## src/rtl/unified_mem_arbiter_if.sv

```systemverilog
// Bundle between the arbiter, the IF/MEM requesters and the shared RAM.
// The arbiter takes the master side; requesters plus RAM model take the slave side.
interface unified_mem_arbiter_if #(
    parameter int AW = 32,
    parameter int DW = 32
);
    logic          if_req;
    logic [AW-1:0] if_addr;
    logic          mem_rd;
    logic          mem_wr;
    logic [AW-1:0] mem_addr;
    logic [DW-1:0] mem_wdata;
    logic [DW-1:0] if_rdata;
    logic [DW-1:0] mem_rdata;
    logic          pipe_stall;
    logic          bus_err;
    logic          ram_req;
    logic          ram_we;
    logic [AW-1:0] ram_addr;
    logic [DW-1:0] ram_wdata;
    logic [DW-1:0] ram_rdata;
    logic          ram_ack;

    modport master (
        input  if_req, if_addr, mem_rd, mem_wr, mem_addr, mem_wdata,
        input  ram_rdata, ram_ack,
        output if_rdata, mem_rdata, pipe_stall, bus_err,
        output ram_req, ram_we, ram_addr, ram_wdata
    );

    modport slave (
        output if_req, if_addr, mem_rd, mem_wr, mem_addr, mem_wdata,
        output ram_rdata, ram_ack,
        input  if_rdata, mem_rdata, pipe_stall, bus_err,
        input  ram_req, ram_we, ram_addr, ram_wdata
    );
endinterface

```

## src/rtl/unified_mem_arbiter.sv

```systemverilog
// Serialises IF and MEM accesses onto one single-ported RAM, MEM first,
// freezing the pipeline until both are done; watchdog abandons dead accesses.
module unified_mem_arbiter #(
    parameter int AW      = 32,
    parameter int DW      = 32,
    parameter int TIMEOUT = 15
) (
    input logic                  clk,
    input logic                  rst_n,
    unified_mem_arbiter_if.master bus
);
    typedef enum logic [1:0] {
        IDLE    = 2'd0,
        MEM_ACC = 2'd1,
        IF_ACC  = 2'd2
    } state_t;

    localparam logic [7:0] TMO_LAST = 8'(TIMEOUT - 1);

    state_t        state_q, state_d;
    logic          if_done_q, if_done_d;
    logic          mem_done_q, mem_done_d;
    logic [7:0]    wdog_q, wdog_d;
    logic          bus_err_q, bus_err_d;
    logic          ram_req_q, ram_req_d;
    logic          ram_we_q, ram_we_d;
    logic [AW-1:0] ram_addr_q, ram_addr_d;
    logic [DW-1:0] ram_wdata_q, ram_wdata_d;
    logic [DW-1:0] if_rdata_q, if_rdata_d;
    logic [DW-1:0] mem_rdata_q, mem_rdata_d;

    logic          mem_pend;
    logic          if_pend;
    logic          fin;
    logic [DW-1:0] fin_data;

    assign mem_pend = (bus.mem_rd | bus.mem_wr) & ~mem_done_q;
    assign if_pend  = bus.if_req & ~if_done_q;
    // An expired watchdog completes the access like an ack carrying zero.
    assign fin      = bus.ram_ack | (wdog_q == TMO_LAST);
    assign fin_data = bus.ram_ack ? bus.ram_rdata : '0;

    always_comb begin
        state_d     = state_q;
        if_done_d   = if_done_q;
        mem_done_d  = mem_done_q;
        wdog_d      = wdog_q;
        bus_err_d   = bus_err_q;
        ram_req_d   = ram_req_q;
        ram_we_d    = ram_we_q;
        ram_addr_d  = ram_addr_q;
        ram_wdata_d = ram_wdata_q;
        if_rdata_d  = if_rdata_q;
        mem_rdata_d = mem_rdata_q;

        if (!(if_pend | mem_pend)) begin
            if_done_d  = 1'b0;
            mem_done_d = 1'b0;
        end

        unique case (state_q)
            IDLE: begin
                if (mem_pend) begin
                    state_d     = MEM_ACC;
                    ram_req_d   = 1'b1;
                    ram_we_d    = bus.mem_wr;
                    ram_addr_d  = bus.mem_addr;
                    ram_wdata_d = bus.mem_wdata;
                    wdog_d      = '0;
                end else if (if_pend) begin
                    state_d    = IF_ACC;
                    ram_req_d  = 1'b1;
                    ram_we_d   = 1'b0;
                    ram_addr_d = bus.if_addr;
                    wdog_d     = '0;
                end
            end
            MEM_ACC: begin
                if (fin) begin
                    if (!ram_we_q) mem_rdata_d = fin_data;
                    mem_done_d = 1'b1;
                    if (!bus.ram_ack) bus_err_d = 1'b1;
                    if (if_pend) begin
                        state_d    = IF_ACC;
                        ram_we_d   = 1'b0;
                        ram_addr_d = bus.if_addr;
                        wdog_d     = '0;
                    end else begin
                        state_d   = IDLE;
                        ram_req_d = 1'b0;
                    end
                end else begin
                    wdog_d = wdog_q + 8'd1;
                end
            end
            IF_ACC: begin
                if (fin) begin
                    if_rdata_d = fin_data;
                    if_done_d  = 1'b1;
                    if (!bus.ram_ack) bus_err_d = 1'b1;
                    state_d   = IDLE;
                    ram_req_d = 1'b0;
                end else begin
                    wdog_d = wdog_q + 8'd1;
                end
            end
            default: begin
                state_d   = IDLE;
                ram_req_d = 1'b0;
            end
        endcase
    end

    always_ff @(posedge clk or negedge rst_n) begin
        if (!rst_n) begin
            state_q     <= IDLE;
            if_done_q   <= 1'b0;
            mem_done_q  <= 1'b0;
            wdog_q      <= '0;
            bus_err_q   <= 1'b0;
            ram_req_q   <= 1'b0;
            ram_we_q    <= 1'b0;
            ram_addr_q  <= '0;
            ram_wdata_q <= '0;
            if_rdata_q  <= '0;
            mem_rdata_q <= '0;
        end else begin
            state_q     <= state_d;
            if_done_q   <= if_done_d;
            mem_done_q  <= mem_done_d;
            wdog_q      <= wdog_d;
            bus_err_q   <= bus_err_d;
            ram_req_q   <= ram_req_d;
            ram_we_q    <= ram_we_d;
            ram_addr_q  <= ram_addr_d;
            ram_wdata_q <= ram_wdata_d;
            if_rdata_q  <= if_rdata_d;
            mem_rdata_q <= mem_rdata_d;
        end
    end

    // Stall is gated by reset so an asserted reset releases the core at once.
    assign bus.pipe_stall = rst_n & (if_pend | mem_pend);
    assign bus.bus_err    = bus_err_q;
    assign bus.ram_req    = ram_req_q;
    assign bus.ram_we     = ram_we_q;
    assign bus.ram_addr   = ram_addr_q;
    assign bus.ram_wdata  = ram_wdata_q;
    assign bus.if_rdata   = if_rdata_q;
    assign bus.mem_rdata  = mem_rdata_q;
endmodule

```

## src/flat_wrapper.sv

```systemverilog
// flat-port wrapper written by rule: the top's interface ports become plain ports
module unified_mem_arbiter_flat 
#(
    parameter int AW      = 32,
    parameter int DW      = 32,
    parameter int TIMEOUT = 15
)
  (clk, rst_n, bus_if_req, bus_if_addr, bus_mem_rd, bus_mem_wr, bus_mem_addr, bus_mem_wdata, bus_ram_rdata, bus_ram_ack, bus_if_rdata, bus_mem_rdata, bus_pipe_stall, bus_bus_err, bus_ram_req, bus_ram_we, bus_ram_addr, bus_ram_wdata);
  unified_mem_arbiter_if #(.AW(AW), .DW(DW)) bus_i ();
  input logic clk;
  input logic rst_n;
  input wire logic [$bits(bus_i.if_req)-1:0] bus_if_req;
  input wire logic [$bits(bus_i.if_addr)-1:0] bus_if_addr;
  input wire logic [$bits(bus_i.mem_rd)-1:0] bus_mem_rd;
  input wire logic [$bits(bus_i.mem_wr)-1:0] bus_mem_wr;
  input wire logic [$bits(bus_i.mem_addr)-1:0] bus_mem_addr;
  input wire logic [$bits(bus_i.mem_wdata)-1:0] bus_mem_wdata;
  input wire logic [$bits(bus_i.ram_rdata)-1:0] bus_ram_rdata;
  input wire logic [$bits(bus_i.ram_ack)-1:0] bus_ram_ack;
  output wire logic [$bits(bus_i.if_rdata)-1:0] bus_if_rdata;
  output wire logic [$bits(bus_i.mem_rdata)-1:0] bus_mem_rdata;
  output wire logic [$bits(bus_i.pipe_stall)-1:0] bus_pipe_stall;
  output wire logic [$bits(bus_i.bus_err)-1:0] bus_bus_err;
  output wire logic [$bits(bus_i.ram_req)-1:0] bus_ram_req;
  output wire logic [$bits(bus_i.ram_we)-1:0] bus_ram_we;
  output wire logic [$bits(bus_i.ram_addr)-1:0] bus_ram_addr;
  output wire logic [$bits(bus_i.ram_wdata)-1:0] bus_ram_wdata;
  assign bus_i.if_req = bus_if_req;
  assign bus_i.if_addr = bus_if_addr;
  assign bus_i.mem_rd = bus_mem_rd;
  assign bus_i.mem_wr = bus_mem_wr;
  assign bus_i.mem_addr = bus_mem_addr;
  assign bus_i.mem_wdata = bus_mem_wdata;
  assign bus_i.ram_rdata = bus_ram_rdata;
  assign bus_i.ram_ack = bus_ram_ack;
  assign bus_if_rdata = bus_i.if_rdata;
  assign bus_mem_rdata = bus_i.mem_rdata;
  assign bus_pipe_stall = bus_i.pipe_stall;
  assign bus_bus_err = bus_i.bus_err;
  assign bus_ram_req = bus_i.ram_req;
  assign bus_ram_we = bus_i.ram_we;
  assign bus_ram_addr = bus_i.ram_addr;
  assign bus_ram_wdata = bus_i.ram_wdata;
  unified_mem_arbiter #(.AW(AW), .DW(DW), .TIMEOUT(TIMEOUT)) u_core (.clk(clk), .rst_n(rst_n), .bus(bus_i));
endmodule
```

## config.mk

```make
export PLATFORM = sky130hd
export DESIGN_NAME = unified_mem_arbiter_flat
export DESIGN_NICKNAME = d
export VERILOG_FILES = /design/src/rtl/unified_mem_arbiter_if.sv /design/src/rtl/unified_mem_arbiter.sv /design/src/flat_wrapper.sv
export SDC_FILE = /design/constraint.sdc
export NUM_CORES = 1
export LEC_CHECK = 0
export ABC_AREA = 1
export BUFFER_PORTS_ARGS = -buffer_cell sky130_fd_sc_hd__buf_2
export CAP_MARGIN = 20
export CORE_MARGIN = 8
export CORE_UTILIZATION = 50
export CTS_CLUSTER_SIZE = 12
export DETAILED_ROUTE_END_ITERATION = 8
export PLACE_DENSITY = 0.83
export SETUP_SLACK_MARGIN = 0.4
export SKIP_CTS_REPAIR_TIMING = 1
export SYNTH_ARGS = -nofsm -noshare
export SYNTH_HDL_FRONTEND = slang
export SYNTH_SLANG_ARGS = --single-unit
```

## constraint.sdc

```tcl
create_clock -name clk -period 2.8 [get_ports clk]
set_clock_uncertainty 0.1 [all_clocks]
set_input_delay 0.14 -clock clk [delete_from_list [all_inputs] [get_ports clk]]
set_output_delay 0.14 -clock clk [all_outputs]
set_load 0.03 [all_outputs]
```

Yosys cells after proc, flatten, opt, wreduce, memory -nomap -nowiden

Cells that the tools add are included.

Flip-flop bits (word level): 143
Bits of input ports: 134
Word-level logic and storage cells: 74

Add/sub/neg operators: 1
Equality and inequality tests: 8
Mux-type cells: 32
Bitwise logic cells: 10
Reductions and logical operators: 12

Operator list:

| kind                  | number |
|---|---|
| $mux W32              | 4 |
| $pmux W32 S2          | 1 |
| $mux W8               | 4 |
| $pmux W8 S3           | 1 |
| $mux W1               | 14 |
| $mux W2               | 5 |
| $reduce_and A3 Y1     | 3 |
| $add A8 B1 Y8 const B | 1 |
| $eq A8 B4 Y1 const B  | 1 |
| $reduce_and A2 Y1     | 4 |
| $pmux W2 S3           | 1 |
| $ne A2 B1 Y1 const B  | 2 |
| $ne A2 B2 Y1 const B  | 2 |
| $not A1 Y1            | 4 |
| $reduce_and A4 Y1     | 1 |
| $and A1 B1 Y1         | 3 |
| $ne A3 B1 Y1 const B  | 1 |
| $or A1 B1 Y1          | 3 |
| $pmux W1 S3           | 1 |
| $reduce_bool A3 Y1    | 1 |
| $eq A2 B1 Y1 const B  | 1 |
| $eq A2 B2 Y1 const B  | 1 |
| $logic_not A2 Y1      | 1 |
| $pmux W1 S2           | 1 |
| 2 further kinds       | 2 |

Depth between registers and ports, before layout

Word-level depth: 6
Gate-level depth with buffers: 12

Least setup slack after synthesis

OpenSTA, ideal clock, no wires.

Path kind: reg2out
Start: register u_core.if_done_q
End: output port bus_pipe_stall
Arrival: 1.550 ns
Path slack: 1.010 ns
Stages on the path, launching flop included: 4
Buffers on the path: 0
Cell sequence: dfrtp_1 > nor2_2 > inv_1 > a21boi_0

Word-level cells in the longest chain between the ends: 4

RTL lines:

| item                   | RTL line                   | RTL |
|---|---|---|
| start, declared        | unified_mem_arbiter.sv:21  | `logic if_done_q, if_done_d;` |
| start signal, assigned | unified_mem_arbiter.sv:129 | `if_done_q <= if_done_d;` |
| $not A1 Y1             | unified_mem_arbiter.sv:38  | `assign if_pend = bus.if_req & ~if_done_q;` |
| $and A1 B1 Y1          | unified_mem_arbiter.sv:38  |  |
| $or A1 B1 Y1           | unified_mem_arbiter.sv:143 | `assign bus.pipe_stall = rst_n & (if_pend \| mem_pend);` |
| $and A1 B1 Y1          | unified_mem_arbiter.sv:143 |  |
| end, declared          | flat_wrapper.sv:22         | `output wire logic [$bits(bus_i.pipe_stall)-1:0] bus_pipe_stall;` |

Every way passes these cells.

Worst setup path after layout

Ends and elaborated chain as after synthesis.

==> summary.md <==
| Metric | Value |
|---|---|
| Outcome | `finished with violations` |
| Failing checks | `hold timing` |
| Post-synth EDFFs | `0` |
| TNS Setup | `0 ns` |
| # diodes | `0` |
| # rows | `41` |
| DRC viols | `0` |
| Final nets | `1141` |
| Clk pin slew, worst setup/hold paths | `0.05 ns` |
| Cells after Synth | `648` |
| Fmax | `456 MHz` |
| Mapped Area | `0.00629 mm^2` |
| Die height | `128 um` |
| Filler Cell Count | `825` |
| Dpl cell area | `0.00772 mm^2` |
| Slowest-stage cell, CP | `dfrtp_1` |
| DR iter-0 viols | `391` |
| H-Tree Depth | `4` |
| Clk buf depth | `2` |
| Crit share post-route | `0.783` |
| Layout cells sized above 1 | `0.374` |
| Worst stage delay on the critical path | `0.39 ns` |
| Vias per Instance | `5.10` |
| # port buffers | `265` |
| Crit Reg-Reg Endpoint | `u_core.wdog_q[4]$_DFFE_PN0P_` |
| Syn. warnings | `0` |
| HP Class | `in2reg` |
| Average cell area after synthesis | `9.71 um^2` |
| Tmin final | `2.19 ns` |
| Pwr/cell area | `1300 mW/mm^2` |
| Vias in the first global route | `5704` |
| Most used DFF post-synth | `dfrtp_1` |
| FFs w/ async S/R, synth | `1.00` |
| Routed Antenna Nets | `0` |
| Via count | `6043` |
| Initial Utilization | `0.505` |
| Seq/Total Area, Yosys | `0.569` |
| Metal3 WL | `1.70 mm` |
| Leading area contributor after synthesis | `dfrtp_1` |
| M1 WL | `7.38 mm` |
| Crit path to | `bus_pipe_stall` |
| Largest net degree at the start of global routing | `81` |
| Final setup fails | `0` |
| Post-placement cell count | `1060` |
| LEAKAGE | `4.66 nW` |
| Final GP Congestion | `0.893` |
| Slew HR | `0.604` |
| Cts bufs inserted | `17` |
| First-pass GRT wire length | `28.4 mm` |
| Final instance area | `0.00930 mm^2` |
| Worst Setup Path Type | `reg2out` |
| Post-Layout Cell Count | `1184` |
| Wire length on met2 | `10.6 mm` |
| Ranking of synthesized cells by area | `dfrtp_1, nand2_1, o21ai_0` |
| CTS tree | `done` |
| Yosys cell types | `29` |
| Min Hold Slack | `-0.0274 ns` |
| Synth Net Count | `788` |
| Synth cell count leaders | `nand2_1, dfrtp_1, o21ai_0` |
| Max Slew Vio Count | `0` |
| Core area | `0.0125 mm^2` |
| Gr usage total | `0.217` |
| DRT Pass-1 Iters | `5` |
| Crit path from | `u_core.if_done_q$_DFF_PN0_` |
| Sequential Area | `0.00358 mm^2` |
| Die ar. | `0.0164 mm^2` |
| Critical path launch point type | `register` |
| Area Growth Syn to Fin | `47.8%` |
| Total power | `12.1 mW` |
| Clock Latency Late Sink | `0.42 ns` |
| CP Max Fanout | `19` |
| Share of the synthesized area in the top cell type | `0.569` |
| Max Used Layer | `met4` |
| DRT Wirelength | `20.3 mm` |
| Worst R2R Start | `u_core.wdog_q[0]$_DFFE_PN0P_` |
| CP required | `2.56 ns` |
| FF+latch count, synth | `143` |
| Reg2reg path depth | `11` |
| Die width | `128 um` |
| GR Overflow Total | `0` |
| # clock sinks | `143` |
| Worst Path Arrival | `1.95 ns` |
| Crit end category | `output port` |
| Top-Level Pins | `266` |
| Reg2reg setup slack | `0.67 ns` |
| Sequence of cells on the critical path | `nor2_2 > buf_4 > inv_1 > a21boi_0 > buf_2` |
| Clock root cell | `clkbuf_16` |
| Maxcap violations | `0` |
| Most frequent cell after synthesis | `nand2_1` |
| RSZ-0062 raised after global routing | `no` |
| Initial antenna violation count | `0` |
| DP HPWL | `12.6 mm` |
| Area of the multi-input gates | `0.00240 mm^2` |
| Final Hold Fails | `18` |
| Routed len/inst | `17.2 um` |
| Slew @ Worst Pin | `0.594 ns` |
| VDD IR-drop max | `0.776 mV` |
flip-flops by register name, summed over array words and instances, names as in the netlist, 2 cells and up:
register / count
u_core.bus.ram_wdata: 32
u_core.wdog_q: 8
u_core.bus.ram_addr: 32
u_core.state_q: 2
u_core.bus.mem_rdata: 32
u_core.bus.if_rdata: 32
critical path: cells and delay by family, from the launching register on:
| kind | cells | cell delay (ns) |
|---|---|---|
| flip-flops | 1 | 0.39 |
| AO/OA/AOI/OAI | 1 | 0.22 |
| AND/OR/NAND/NOR | 1 | 0.23 |
| buffers and inverters | 3 | 0.69 |
layout make-up:
| class | count | area share |
|---|---|---|
| Sequential cell | 143 | 0.385 |
| Multi-Input combinational cell | 449 | 0.259 |
| Timing Repair Buffer | 368 | 0.256 |
| Clock buffer | 21 | 0.0517 |
| Tap cell | 172 | 0.0231 |
| Clock inverter | 9 | 0.0170 |
| Inverter | 22 | 0.00888 |
cells in the final DEF, fill, tap and decap left out, drive strengths merged:
| master | Yosys | routed |
|---|---|---|
| a21boi | 1 | 1 |
| a21oi | 33 | 33 |
| a31o | 1 | 1 |
| buf | 18 | 274 |
| bufinv | 0 | 4 |
| clkbuf | 16 | 21 |
| clkinv | 0 | 3 |
| clkinvlp | 0 | 2 |
| dfrtp | 143 | 143 |
| dlygate4sd3 | 0 | 94 |
| ha | 6 | 6 |
| inv | 22 | 22 |
| mux2 | 32 | 32 |
| nand2 | 197 | 197 |
| nand3 | 11 | 11 |
| nand3b | 1 | 1 |
| nand4 | 3 | 3 |
| nor2 | 44 | 44 |
| nor3 | 3 | 3 |
| o211ai | 3 | 3 |
| o21ai | 111 | 111 |
| xnor2 | 1 | 1 |
| xor2 | 2 | 2 |
worst min-delay path by stage:
stage                     cells after the start                                   to  slack, ns        startpoint
after global placement                        1   u_core.bus.ram_addr[1]$_DFFE_PN0P_       0.07             rst_n
final                                         3  u_core.bus.ram_addr[30]$_DFFE_PN0P_      -0.03  bus_mem_addr[30]
after CTS                                     1   u_core.bus.ram_addr[2]$_DFFE_PN0P_      -0.39             rst_n
after detailed placement                      1   u_core.bus.ram_addr[1]$_DFFE_PN0P_       0.06             rst_n
after global routing                          5  u_core.bus.ram_addr[14]$_DFFE_PN0P_      -0.01   bus_if_addr[14]
after floorplan                               0       u_core.bus.bus_err$_DFFE_PN0P_      -0.26             rst_n
kinds of logic (layout without fill, tap and decap cells):
kind of cell / count (synthesis) / after routing / share of synthesized area
compound gates: 149 / 149 / 0.142
xor+xnor: 3 / 3 / 0.00418
fa+ha+maj: 6 / 6 / 0.0119
buf+inv: 56 / 420 / 0.0489
flops: 143 / 143 / 0.569
mux: 32 / 32 / 0.0573
simple gates: 259 / 259 / 0.167
routing by layer:
layer	vias to the layer above	global-route usage
met4	0	0.0944
met3	53	0.0715
met2	300	0.367
li1	2831	-
met1	2859	0.246
met5	-	0
power breakdown:
group,switching (mW),internal [mW]
logic,4.18,1.85
registers,0.569,3.08
clock network,0.848,1.58
stage by stage:
stage                     setup slack [ns]  utilization  hold WS [ns]
after floorplan                       1.01            -        -0.256
after global placement               0.742        0.619        0.0684
after detailed placement             0.666        0.619        0.0630
after CTS                            0.587        0.670        -0.386
after global routing                 0.459        0.746       -0.0106
final                                0.607        0.746       -0.0274
(Power assumes the default switching activity.)
